--- config.mk ---
export PLATFORM = sky130hd
export DESIGN_NAME = fixed_point_mul_pipe
export DESIGN_NICKNAME = d
export VERILOG_FILES = /design/src/rtl/fixed_point_mul_pipe.sv
export SDC_FILE = /design/constraint.sdc
export NUM_CORES = 1
export LEC_CHECK = 0
export ABC_AREA = 1
export BUFFER_PORTS_ARGS = -buffer_cell sky130_fd_sc_hd__buf_2
export CORE_MARGIN = 2
export CORE_UTILIZATION = 25
export CTS_CLUSTER_DIAMETER = 100
export DETAILED_ROUTE_END_ITERATION = 6
export PLACE_DENSITY_LB_ADDON = 0.15
export SLEW_MARGIN = 0
export SYNTH_ARGS = -nofsm -noshare
export SYNTH_HDL_FRONTEND = slang
export SYNTH_SLANG_ARGS = --single-unit
export TNS_END_PERCENT = 20
--- constraint.sdc ---
create_clock -name clk -period 17.9 [get_ports clk]
set_clock_uncertainty 0.1 [all_clocks]
set_input_delay 2.685 -clock clk [delete_from_list [all_inputs] [get_ports clk]]
set_output_delay 2.685 -clock clk [all_outputs]
set_load 0.005 [all_outputs]
--- src/rtl/fixed_point_mul_pipe.sv ---
// Three-stage signed fixed-point multiplier with per-transaction rounding and
// saturation modes, a single global stall and a sticky overflow flag.
module fixed_point_mul_pipe #(
    parameter int WIDTH  = 16,
    parameter int FRAC_W = 8
) (
    input  logic             clk,
    input  logic             rst_n,
    input  logic             in_valid,
    output logic             in_ready,
    input  logic [WIDTH-1:0] op1,
    input  logic [WIDTH-1:0] op2,
    input  logic             rnd,
    input  logic             sat,
    output logic             out_valid,
    input  logic             out_ready,
    output logic [WIDTH-1:0] result,
    output logic             overflow,
    output logic             ovf_sticky,
    input  logic             ovf_clear
);

    localparam int PW = 2 * WIDTH;
    localparam int QW = 2 * WIDTH + 1;

    localparam logic signed [QW-1:0] RND_C = {{(QW-1){1'b0}}, 1'b1} << (FRAC_W - 1);
    localparam logic signed [QW-1:0] Q_MAX = {{(WIDTH+2){1'b0}}, {(WIDTH-1){1'b1}}};
    localparam logic signed [QW-1:0] Q_MIN = {{(WIDTH+2){1'b1}}, {(WIDTH-1){1'b0}}};
    localparam logic [WIDTH-1:0]     MAX_W = {1'b0, {(WIDTH-1){1'b1}}};
    localparam logic [WIDTH-1:0]     MIN_W = {1'b1, {(WIDTH-1){1'b0}}};

    logic advance;

    logic                    v1, rnd1, sat1;
    logic signed [WIDTH-1:0] a1, b1;

    logic                 v2, rnd2, sat2;
    logic signed [PW-1:0] prod2;

    logic signed [PW-1:0] prod_c;
    logic signed [QW-1:0] p_c;
    logic signed [QW-1:0] q_c;
    logic                 ovf_c;
    logic [WIDTH-1:0]     res_c;

    // One advance signal for the whole pipe: a full output stage that is not
    // being taken freezes every stage, so nothing is ever overwritten.
    assign advance  = out_ready | ~out_valid;
    assign in_ready = advance;

    always_ff @(posedge clk or negedge rst_n) begin
        if (!rst_n) begin
            v1   <= 1'b0;
            a1   <= '0;
            b1   <= '0;
            rnd1 <= 1'b0;
            sat1 <= 1'b0;
        end else if (advance) begin
            v1   <= in_valid;
            a1   <= op1;
            b1   <= op2;
            rnd1 <= rnd;
            sat1 <= sat;
        end
    end

    // Operands are sign-extended before the multiply so the full product fits.
    assign prod_c = PW'(a1) * PW'(b1);

    always_ff @(posedge clk or negedge rst_n) begin
        if (!rst_n) begin
            v2    <= 1'b0;
            prod2 <= '0;
            rnd2  <= 1'b0;
            sat2  <= 1'b0;
        end else if (advance) begin
            v2    <= v1;
            prod2 <= prod_c;
            rnd2  <= rnd1;
            sat2  <= sat1;
        end
    end

    // The extra intermediate bit keeps the rounding add from wrapping.
    always_comb begin
        p_c = QW'(prod2);
        if (rnd2) begin
            p_c = p_c + RND_C;
        end
        q_c   = p_c >>> FRAC_W;
        ovf_c = (q_c > Q_MAX) || (q_c < Q_MIN);
        if (ovf_c && sat2) begin
            res_c = q_c[QW-1] ? MIN_W : MAX_W;
        end else begin
            res_c = q_c[WIDTH-1:0];
        end
    end

    always_ff @(posedge clk or negedge rst_n) begin
        if (!rst_n) begin
            out_valid <= 1'b0;
            result    <= '0;
            overflow  <= 1'b0;
        end else if (advance) begin
            out_valid <= v2;
            result    <= res_c;
            overflow  <= ovf_c;
        end
    end

    // A delivered overflow beats a simultaneous clear.
    always_ff @(posedge clk or negedge rst_n) begin
        if (!rst_n) begin
            ovf_sticky <= 1'b0;
        end else if (out_valid && out_ready && overflow) begin
            ovf_sticky <= 1'b1;
        end else if (ovf_clear) begin
            ovf_sticky <= 1'b0;
        end
    end

endmodule

==> metrics <==
CP Capture Type flip-flop; Die ar. 60,290 sq um; Cell Count, Final, Fillers Out 2,660; Post-Syn Instances 1,895; Hold WS 0.3579 ns; maximum capacitance violations 0; placed cells 2,644; initial antenna violation count 0; max-slew violations 0; remaining antenna violation count 0; top_reg_cell synth dfrtp_1; DIE WIDTH 245.5 um; Yosys warning count 0; family with the most delay on the worst path adder cells; largest fanout on the critical path 16; most common cell after layout, fill and taps aside nand2_1; H-tree levels 3; Seq cells post-synth 82; fin nets 2,270; CP Launch Type flip-flop; most used cell, CP fa_1; worst hold path class flip-flop to flip-flop; routed via count 11,299; Setup-failing EPs final 0; Max stage delay cell, worst path fa_1; core area 57,700 sq um; Worst-Skew Late Latency 0.39 ns; Yosys top cell by area fa_1; clk root buf clkbuf_16; Post-CTS Hold Buffers 0; grt total ovfl 0; async set-reset flop share out of synthesis 100.0%; CTS buffer count 9; Achievable Freq 144.4 MHz; most frequent cells in the layout 568 x nand2_1, 492 x inv_1, 261 x fa_1; Iteration-0 DRC Markers 572; crit path buf inv count 5; status completed; Yosys top cell area share 35.83%; register area share after synthesis 14.07%; register area 2052 sq um; Rows 88; Remaining DRCs 0; Post-CTS Resized 0; drt pass-1 iters 7; synthesis-to-finish area growth 8.502%; Ports 59; vias per inst 4.248; Total GRT Usage 14.91%; largest net degree at the start of global routing 88; CTS tree done; unrepaired setup endpoints after global routing no; die height 245.5 um; CTS Sinks 82; Netlist cell types 48; Place WS 11.06 ns; CP cell instances nand2_1 > inv_1 > fa_1 > inv_1 > fa_1 > inv_1 > fa_1 > fa_1 > fa_1 > inv_1 > fa_1 > inv_1 > ha_1 > a21oi_1 > o21ai_0 > a21oi_1 > o211ai_1 > nand2_1 > nand3b_1 > or2_2 > nand3_1 > o21ai_0; final WL 41,270 um; antenna cells 0; largest cells by area after synthesis fa_1 36%, nand2_1 15%, dfrtp_1 14%; port bufs 58; area occupied by multi-input gates 10,320 sq um; Net Count, Synth 2,275; post-route minimum period 6.926 ns; crit share post-route 38.69%; synthesized area 14,580 sq um; vias in the first global route 12,510; setup ws final 10.97 ns; average size of a mapped cell 7.696 sq um; hpwl dp 33,690 um; critical path arrival 7.05 ns; final setup TNS 0 ns; fraction of layout cells with a size suffix above 1 7.071%; GP Congestion 0.8447; number of synthesized flops with an enable pin 0; slowest cell delay on critical path 0.68 ns; CTS max path bufs 2; Slew @ Worst Pin 1.004 ns; initial core utilization 25.28%; required time worst endpoint 18.02 ns; postcts setup bufs 0; Worst Path Class, Setup flip-flop to flip-flop; final hold vios 0; filler instances 6,417; clk slew on worst S/H paths 0.08 ns; worst relative slew slack 33.07%; DR WL/cell 15.52 um; first-pass GRT wire length 69,430 um
routing by layer:
| metal | GRT usage (%) | vias up | wire [um] |
|---|---|---|---|
| met5 | 0 | - | 0 |
| met4 | 2.692 | 0 | 435 |
| met3 | 1.713 | 20 | 1146 |
| met2 | 26.18 | 149 | 20430 |
| met1 | 19.81 | 5702 | 19260 |
| li1 | - | 5428 | - |
stage by stage:
stage / utilization [%] / cell area [sq um]
floorplan: - / 14580
global placement: 26.95 / 15550
detailed placement: 26.95 / 15550
CTS: 27.43 / 15820
global route: 27.43 / 15820
finish: 27.43 / 15820
cell families (layout without fill, tap and decap cells):
kind of cell	count (synthesis)	after routing	share of synthesized area [%]
fa+ha+maj	341	341	42.69
buf+inv	578	578	15.21
flops	82	82	14.07
simple gates	756	756	21.96
compound gates	104	104	4.024
xor+xnor	34	34	2.042
sequential cells by signal, indices dropped and copies added, names as in the netlist:
| register | count |
|---|---|
| sat1 | 1 |
| v1 | 1 |
| result | 16 |
| sat2 | 1 |
| rnd1 | 1 |
| a1 | 16 |
| prod2 | 25 |
| overflow | 1 |
| out_valid | 1 |
| rnd2 | 1 |
| ovf_sticky | 1 |
| b1 | 16 |
| v2 | 1 |
cells in the mapped netlist, types with 4 or more instances:
cell and number:
o21ai_1 8, nand2_2 18, xnor2_1 18, o21ai_0 38, fa_1 261, nor2_1 65, or2_2 4, xor2_1 16
a21oi_1 31, ha_1 80, nor3_1 8, inv_1 492, nor2_4 6, nor4_1 5, nand3_1 50, dfrtp_1 82
nand2_1 568, clkbuf_1 75, nand4_1 9, nor2_2 9, a31oi_1 6, a21o_1 6
cell type report:
class / count / area share (%)
multi-input combinational: 1235 / 65.22
sequential: 82 / 12.97
clock buffer: 10 / 1.447
inverter: 496 / 11.77
tap: 765 / 6.049
timing repair buffer: 66 / 2.230
clock inverter: 6 / 0.3084
worst register-to-register path, cell delays in order, from the launching register on:
cell and delay (ns):
dfrtp_1 0.63, nand2_1 0.24, inv_1 0.10, fa_1 0.68, inv_1 0.20, fa_1 0.57
inv_1 0.05, fa_1 0.52, fa_1 0.44, fa_1 0.54, inv_1 0.05, fa_1 0.52
inv_1 0.04, ha_1 0.38, a21oi_1 0.35, o21ai_0 0.27, a21oi_1 0.19, o211ai_1 0.22
nand2_1 0.13, nand3b_1 0.10, or2_2 0.28, nand3_1 0.06, o21ai_0 0.09
final timing paths:
| path | from | end | slack [ns] | cells past startpoint |
|---|---|---|---|---|
| worst max-delay path | b1[1] | prod2[29] | 10.97 | 22 |
| worst min-delay path | v2 | out_valid | 0.36 | 2 |
| worst max register to register | b1[1] | prod2[29] | 10.97 | 22 |
| worst min register to register | v2 | out_valid | 0.36 | 2 |
| max in group asynchronous | rst_n | a1[0] | 14.36 | 2 |
| min in group asynchronous | rst_n | result[10] | 2.11 | 1 |
Power is not shown: default switching activity piles up to over one toggle a cycle in this logic, so the estimate is an artifact.
